`src/rtl/ccip_mmio_pkg.sv`:
```
// Shared MMIO definitions for the CCI-P MMIO responder: DWORD register addresses,
// access-length encoding and the sub-word write-merge helper.
package ccip_mmio_pkg;

  localparam logic [15:0] AddrDfh      = 16'h0000;
  localparam logic [15:0] AddrAfuIdL   = 16'h0002;
  localparam logic [15:0] AddrAfuIdH   = 16'h0004;
  localparam logic [15:0] AddrRsvd0    = 16'h0006;
  localparam logic [15:0] AddrRsvd1    = 16'h0008;
  localparam logic [15:0] AddrScratch0 = 16'h0010;
  localparam logic [15:0] AddrScratch1 = 16'h0012;
  localparam logic [15:0] AddrCycleCnt = 16'h0014;
  localparam logic [15:0] AddrWrCnt    = 16'h0016;

  // 64-bit register index: DWORD address without the half-select bit.
  localparam logic [14:0] QwDfh      = AddrDfh[15:1];
  localparam logic [14:0] QwAfuIdL   = AddrAfuIdL[15:1];
  localparam logic [14:0] QwAfuIdH   = AddrAfuIdH[15:1];
  localparam logic [14:0] QwRsvd0    = AddrRsvd0[15:1];
  localparam logic [14:0] QwRsvd1    = AddrRsvd1[15:1];
  localparam logic [14:0] QwScratch0 = AddrScratch0[15:1];
  localparam logic [14:0] QwScratch1 = AddrScratch1[15:1];
  localparam logic [14:0] QwCycleCnt = AddrCycleCnt[15:1];
  localparam logic [14:0] QwWrCnt    = AddrWrCnt[15:1];

  // Only Len4B selects a DWORD access; every other code is an 8B access.
  typedef enum logic [1:0] {
    Len4B = 2'd0,
    Len8B = 2'd1
  } mmio_len_e;

  function automatic logic is_dword(input logic [1:0] len);
    return len == Len4B;
  endfunction

  function automatic logic [63:0] merge_write(input logic [63:0] old_val,
                                              input logic [63:0] data,
                                              input logic [1:0]  len,
                                              input logic        hi);
    logic [63:0] res;
    res = data;
    if (is_dword(len)) begin
      res = hi ? {data[31:0], old_val[31:0]} : {old_val[63:32], data[31:0]};
    end
    return res;
  endfunction

endpackage

```
`src/rtl/ccip_mmio_regs.sv`:
```
// MMIO register file: read-only identity registers, two scratch registers,
// free-running cycle counter and write counter, with write decode and read select.
module ccip_mmio_regs
  import ccip_mmio_pkg::*;
#(
  parameter logic [63:0] DFH_VALUE = 64'h1000_0000_0000_1000,
  parameter logic [63:0] AFU_ID_L  = 64'h0,
  parameter logic [63:0] AFU_ID_H  = 64'h0
) (
  input  logic        clk_i,
  input  logic        rst_i,
  input  logic        wr_valid_i,
  input  logic [15:0] wr_addr_i,
  input  logic [1:0]  wr_len_i,
  input  logic [63:0] wr_data_i,
  input  logic [14:0] rd_qidx_i,
  output logic [63:0] rd_data_o
);

  logic [63:0] scratch0_q, scratch0_d;
  logic [63:0] scratch1_q, scratch1_d;
  logic [63:0] cycle_cnt_q, cycle_cnt_d;
  logic [15:0] wr_cnt_q, wr_cnt_d;

  always_comb begin
    scratch0_d  = scratch0_q;
    scratch1_d  = scratch1_q;
    cycle_cnt_d = cycle_cnt_q + 64'd1;
    wr_cnt_d    = wr_cnt_q;
    if (wr_valid_i) begin
      // Counts every write strobe, including writes to RO or unmapped addresses.
      wr_cnt_d = wr_cnt_q + 16'd1;
      if (wr_addr_i[15:1] == QwScratch0) begin
        scratch0_d = merge_write(scratch0_q, wr_data_i, wr_len_i, wr_addr_i[0]);
      end
      if (wr_addr_i[15:1] == QwScratch1) begin
        scratch1_d = merge_write(scratch1_q, wr_data_i, wr_len_i, wr_addr_i[0]);
      end
    end
  end

  always_ff @(posedge clk_i or posedge rst_i) begin
    if (rst_i) begin
      scratch0_q  <= 64'h0;
      scratch1_q  <= 64'h0;
      cycle_cnt_q <= 64'h0;
      wr_cnt_q    <= 16'h0;
    end else begin
      scratch0_q  <= scratch0_d;
      scratch1_q  <= scratch1_d;
      cycle_cnt_q <= cycle_cnt_d;
      wr_cnt_q    <= wr_cnt_d;
    end
  end

  always_comb begin
    rd_data_o = 64'h0;
    case (rd_qidx_i)
      QwDfh:      rd_data_o = DFH_VALUE;
      QwAfuIdL:   rd_data_o = AFU_ID_L;
      QwAfuIdH:   rd_data_o = AFU_ID_H;
      QwRsvd0:    rd_data_o = 64'h0;
      QwRsvd1:    rd_data_o = 64'h0;
      QwScratch0: rd_data_o = scratch0_q;
      QwScratch1: rd_data_o = scratch1_q;
      QwCycleCnt: rd_data_o = cycle_cnt_q;
      QwWrCnt:    rd_data_o = {48'h0, wr_cnt_q};
      default:    rd_data_o = 64'h0;
    endcase
  end

endmodule

```
`src/rtl/ccip_mmio_rsp.sv`:
```
// CCI-P MMIO responder: two-stage read pipeline (request capture, then data select)
// feeding a registered c2 response; fixed 2-cycle latency, no backpressure.
module ccip_mmio_rsp
  import ccip_mmio_pkg::*;
#(
  parameter logic [63:0] DFH_VALUE = 64'h1000_0000_0000_1000,
  parameter logic [63:0] AFU_ID_L  = 64'h0,
  parameter logic [63:0] AFU_ID_H  = 64'h0
) (
  input  logic        pClk,
  input  logic        SoftReset,
  input  logic        rd_valid,
  input  logic [8:0]  rd_tid,
  input  logic [15:0] rd_addr,
  input  logic [1:0]  rd_len,
  input  logic        wr_valid,
  input  logic [15:0] wr_addr,
  input  logic [1:0]  wr_len,
  input  logic [63:0] wr_data,
  output logic        rsp_valid,
  output logic [8:0]  rsp_tid,
  output logic [63:0] rsp_data
);

  logic        s1_valid_q;
  logic [8:0]  s1_tid_q;
  logic [15:0] s1_addr_q;
  logic [1:0]  s1_len_q;
  logic [63:0] reg_data;

  logic        rsp_valid_q;
  logic [8:0]  rsp_tid_q;
  logic [63:0] rsp_data_q, rsp_data_d;

  ccip_mmio_regs #(
    .DFH_VALUE (DFH_VALUE),
    .AFU_ID_L  (AFU_ID_L),
    .AFU_ID_H  (AFU_ID_H)
  ) u_regs (
    .clk_i      (pClk),
    .rst_i      (SoftReset),
    .wr_valid_i (wr_valid),
    .wr_addr_i  (wr_addr),
    .wr_len_i   (wr_len),
    .wr_data_i  (wr_data),
    .rd_qidx_i  (s1_addr_q[15:1]),
    .rd_data_o  (reg_data)
  );

  always_comb begin
    rsp_data_d = reg_data;
    if (is_dword(s1_len_q)) begin
      rsp_data_d = {32'h0, s1_addr_q[0] ? reg_data[63:32] : reg_data[31:0]};
    end
  end

  always_ff @(posedge pClk or posedge SoftReset) begin
    if (SoftReset) begin
      s1_valid_q  <= 1'b0;
      s1_tid_q    <= 9'h0;
      s1_addr_q   <= 16'h0;
      s1_len_q    <= 2'h0;
      rsp_valid_q <= 1'b0;
      rsp_tid_q   <= 9'h0;
      rsp_data_q  <= 64'h0;
    end else begin
      s1_valid_q  <= rd_valid;
      rsp_valid_q <= s1_valid_q;
      if (rd_valid) begin
        s1_tid_q  <= rd_tid;
        s1_addr_q <= rd_addr;
        s1_len_q  <= rd_len;
      end
      // Payload holds its last value between responses.
      if (s1_valid_q) begin
        rsp_tid_q  <= s1_tid_q;
        rsp_data_q <= rsp_data_d;
      end
    end
  end

  assign rsp_valid = rsp_valid_q;
  assign rsp_tid   = rsp_tid_q;
  assign rsp_data  = rsp_data_q;

endmodule

```
`config.mk`:
```
export PLATFORM = sky130hd
export DESIGN_NAME = ccip_mmio_rsp
export DESIGN_NICKNAME = d
export VERILOG_FILES = /design/src/rtl/ccip_mmio_pkg.sv /design/src/rtl/ccip_mmio_regs.sv /design/src/rtl/ccip_mmio_rsp.sv
export SDC_FILE = /design/constraint.sdc
export NUM_CORES = 1
export LEC_CHECK = 0
export BUFFER_PORTS_ARGS = -buffer_cell sky130_fd_sc_hd__buf_2
export CAP_MARGIN = 15
export CORE_ASPECT_RATIO = 0.8
export CORE_UTILIZATION = 52
export CTS_CLUSTER_DIAMETER = 30
export DETAILED_ROUTE_END_ITERATION = 16
export PLACE_DENSITY = 0.76
export RECOVER_POWER = 25
export SYNTH_ARGS = -nofsm -noshare
export SYNTH_HDL_FRONTEND = slang
export SYNTH_SLANG_ARGS = --single-unit
```
`constraint.sdc`:
```
create_clock -name pClk -period 9.86 [get_ports pClk]
set_input_delay 1.972 -clock pClk [delete_from_list [all_inputs] [get_ports pClk]]
set_output_delay 1.972 -clock pClk [all_outputs]
set_load 0.005 [all_outputs]
```
Word-level counts from Yosys, hierarchy flattened
Cells that the tools add are included.
- flip-flop bits (word level): 310
- logic and storage cells: 35
- output and inout port bits: 74
- input bits: 113
- eq/ne operators: 8
- reduce and logical (&&, ||, !) cells: 7
- multiplexer cells: 5
- add/sub/neg operators: 2
- operator list (operator ; number):
    $pmux 64 s5 ; 1
    $mux 64 ; 3
    $eq 15x4->1 const B ; 6
    $add 64x1->64 const B ; 1
    $mux 32 ; 1
    $add 16x1->16 const B ; 1
    $logic_not 15->1 ; 1
    $reduce_and 3->1 ; 4
    $logic_not 2->1 ; 2
    $ne 2x2->1 const B ; 2

Longest topological paths before layout
- depth in word-level cells: 4
- depth in mapped cells: 8

By module
Synthesis repeated with hierarchy kept, for this count alone.
- cell total of the unflattened synthesis: 1405
- area total of the unflattened synthesis: 14436.3 um2
- by module, submodules not included (module ; cells an instance ; seq. area each (um2) ; times used ; area each (um2)):
    ccip_mmio_regs ; 1014 ; 5205.0 ; 1 ; 10347.4
    ccip_mmio_rsp ; 391 ; 2552.4 ; 1 ; 4088.9

Worst setup path before layout
OpenSTA, ideal clock, no wires.
- path type: in2reg
- start: input wr_addr[6]
- end: register u_regs.scratch0_q[0]
- data required time: 9735 ps
- stages on the path: 7
- library setup time: 125 ps
- path slack: 6284 ps
- path buffers: 2
- arrival: 3451 ps
- path through: nor4b_1 nand4_1 a21oi_1 nor2b_1 clkbuf_1 buf_2 mux2_2
- word-level cells in the longest chain between the ends: 2
- RTL lines (item ; RTL line ; source):
    from (decl) ; ccip_mmio_rsp.sv:17 ; input logic [15:0] wr_addr,
    $eq 15x4->1 ; ccip_mmio_regs.sv:33 ; if (wr_addr_i[15:1] == QwScratch0) begin
    $reduce_and 3->1 (no line) ; - ;
    to (signal assigned) ; ccip_mmio_regs.sv:49 ; scratch0_q <= scratch0_d;
    to (decl) ; ccip_mmio_regs.sv:20 ; logic [63:0] scratch0_q, scratch0_d;
Every way passes these cells.
A chain may end at the register's enable or synchronous reset.

==> results.md <==
- CP Data Arrival Time: 5.59 ns
- Post-DR vias/cell: 6.252
- Failing checks: capacitance limit, slew limit
- Count leader, synth: dfrtp_1
- Largest net degree at the start of global routing: 198
- Area post-placement: 15510 sq um
- Fin Hold WS: 0.4828 ns
- Ranking of synthesized cells by area: dfrtp_1 (54%), mux2_2 (8.0%), a21oi_1 (3.8%)
- Final hold vios: 0
- Number of global-route vias before repair: 11340
- H-tree level count: 2
- Cts repair resizes: 0
- Post-synth top area share: 54.38%
- Critical-path cell list: clkbuf_1 -> clkinvlp_4 -> clkbuf_1 -> buf_12
- Max_slew headroom: -139.2%
- Chip height: 150.2 um
- Area leader, netlist: dfrtp_1
- Final Cycle Share: 52.37%
- Final worst path period need: 5.163 ns
- DR WL/cell: 22.60 um
- P_leak: 8.270 nW
- DRT antenna net count: 0
- Sequential cell area: 7759 sq um
- VDD IR max: 0.0001535 V
- Die ar.: 28110 sq um
- First-pass GRT wire length: 64910 um
- DR vias: 11590
- Initial Util: 53.65%
- Min-Delay Path Class: flip-flop to flip-flop
- Initial antenna violation count: 2
- RSZ-0062 raised after global routing: no
- Crit. End Element: asynchronous set/reset pin
- Primary FF master, synth: dfrtp_1
- Post-synth cell types: 53
- P&R area growth vs syn: 22.25%
- Worst path slowest cell: clkbuf_1
- Fmax: 193.7 MHz
- Setup Skew: 0.02320 ns
- Post-Layout Inst Area: 17440 sq um
- DRT iter0 DRCs: 1111
- Number of clock sinks: 310
- Share of cells above drive strength 1: 28.56%
- Die width: 187.2 um
- CP Max Fanout: 197
- PwrDens: 201.5 nW/um^2
- Register area share after synthesis: 54.38%
- Port buffer count: 186
- Ys Warns: 0
- FF+latch count, synth: 310
- Synth Cell Area: 14270 sq um
- Gr ovfl total: 0
- Post-synth EDFFs: 0
- GPL Wtd Cong: 0.9333
- Max stage delay on crit path: 2.50 ns
- Status: finished, violations left
- Crit-path most repeated cell: clkbuf_1
- Top cells by count, synth: dfrtp_1 (310), nor2_1 (112), a21oi_1 (109)
- DRC: 0
- Synth Net Count: 1385
- Final Max Tran Viols: 140
- CTS tree: yes
- Row count: 53
- Core area: 26590 sq um
- R2r setup slk: 5.64 ns
- Max cap viols: 5
- WL final: 41890 um
- Postcts setup bufs: 0
- Worst Tran Pin Value: 3.588 ns
- CTS root buf: clkbuf_16
- Reg clk slew, reported paths: 0.05 ns
- DRT Pass-1 Iters: 5
- Crit start category: primary input
- Count of final setup violators: 0
- Max clock buf depth: 3
- CTS Hold Bufs: 0
- Multi-input gate area: 6138 sq um
- Clk Latency, worst-skew pair: 0.56 ns
- Avg Cell Area, Syn: 11.23 sq um
- Critical path required time: 10.29 ns
- Number of buffers created by CTS: 54
- Post-Syn Instances: 1270
- Fillcell total: 2005
- CP Class: primary input to asynchronous set/reset pin
- Nets: 1566
- Asr flop ratio synth: 100.0%
- Final HPWL DP: 27970 um
- Ports: 187
- All-Layer GR Usage: 30.21%
- Setup_tns: 0 ns
==> metal layers <==
| metal | track usage, % | vias up | wire [um] |
|---|---|---|---|
| met3 | 9.347 | 93 | 4629 |
| met5 | 0 | - | 8 |
| met2 | 43.90 | 626 | 18360 |
| li1 | - | 5020 | - |
| met1 | 42.89 | 5844 | 17730 |
| met4 | 10.53 | 2 | 1152 |
==> through the flow <==
stage | power, mW | cells | worst slack, ns | utilization [%]
2_1_floorplan | 1.474 | 1270 | 3.761 | -
3_3_place_gp | 1.560 | 1751 | 5.316 | 58.34
3_5_place_dp | 1.564 | 1751 | 5.094 | 58.34
4_1_cts | 3.532 | 1851 | 5.642 | 65.69
5_1_grt | 3.622 | 1853 | 4.070 | 65.59
6_report | 3.514 | 1853 | 4.697 | 65.59
==> worst max-delay path, delay by kind of cell <==
family | cells | cell delay (ns)
buf+inv | 4 | 3.39
==> state kept, by name (all words and copies together) (netlist names) <==
signal              flops
rsp_data               64
u_regs.cycle_cnt_q     64
u_regs.scratch0_q      64
u_regs.scratch1_q      64
s1_addr_q              16
u_regs.wr_cnt_q        16
rsp_tid                 9
s1_tid_q                9
s1_len_q                2
rsp_valid               1
s1_valid_q              1
==> logic make-up after synthesis <==
logic type	count (synthesis)	synth area share, %
muxes	136	10.87
buffers and inverters	96	2.850
xor gates and xnor gates	77	4.727
DFF	310	54.38
and+or+nand+nor	353	13.09
adders and majority gates	2	0.1754
AOI/OAI and AO/OA	296	13.92
==> path summary, 6_finish.rpt <==
kind | start | cells after the start | to
max in group pClk | s1_addr_q[5]$_DFFE_PP0P_ | 7 | rsp_data[45]$_DFFE_PP0P_
min in group asynchronous | SoftReset | 3 | u_regs.scratch1_q[45]$_DFFE_PP0P_
hold reg to reg | u_regs.cycle_cnt_q[57]$_DFF_PP0_ | 1 | u_regs.cycle_cnt_q[57]$_DFF_PP0_
setup reg to reg | s1_addr_q[5]$_DFFE_PP0P_ | 7 | rsp_data[45]$_DFFE_PP0P_
hold / removal | u_regs.cycle_cnt_q[57]$_DFF_PP0_ | 1 | u_regs.cycle_cnt_q[57]$_DFF_PP0_
setup / recovery | SoftReset | 4 | s1_addr_q[2]$_DFFE_PP0P_
==> layout by cell type, fill, tap and decap left out, types with 16 or more instances in the layout <==
| master | synthesis | layout |
|---|---|---|
| mux2i_1 | 30 | 30 |
| nor3_1 | 17 | 17 |
| clkbuf_16 | 0 | 57 |
| a22oi_1 | 17 | 17 |
| xnor2_1 | 48 | 48 |
| nand4_1 | 33 | 33 |
| a22o_1 | 30 | 30 |
| xor2_1 | 29 | 29 |
| mux2_2 | 101 | 101 |
| a2bb2oi_1 | 17 | 17 |
| nand2_1 | 50 | 50 |
| buf_2 | 24 | 184 |
| nand3_1 | 31 | 31 |
| buf_4 | 0 | 16 |
| dfrtp_1 | 310 | 309 |
| nor2_1 | 112 | 110 |
| and3_1 | 49 | 49 |
| o21ai_0 | 48 | 48 |
| o2bb2ai_1 | 26 | 26 |
| a21oi_1 | 109 | 109 |
==> report_power, final <==
| group | switching [mW] | internal, mW | total (mW) |
|---|---|---|---|
| Clock | 0.642 | 1.33 | 1.97 |
| Combinational | 0.127 | 0.0792 | 0.206 |
| Sequential | 0.0336 | 1.31 | 1.34 |
==> area by class of cell <==
cell class | count | area share (%)
flip-flops and latches | 310 | 44.49
repair buffers | 208 | 6.234
clock buffers | 71 | 8.996
clock inverters | 29 | 2.210
inverters | 13 | 0.3013
multi-input cells | 864 | 35.20
well taps | 357 | 2.561
diodes | 1 | 0.01435
Power figures use the tool's default switching activity.
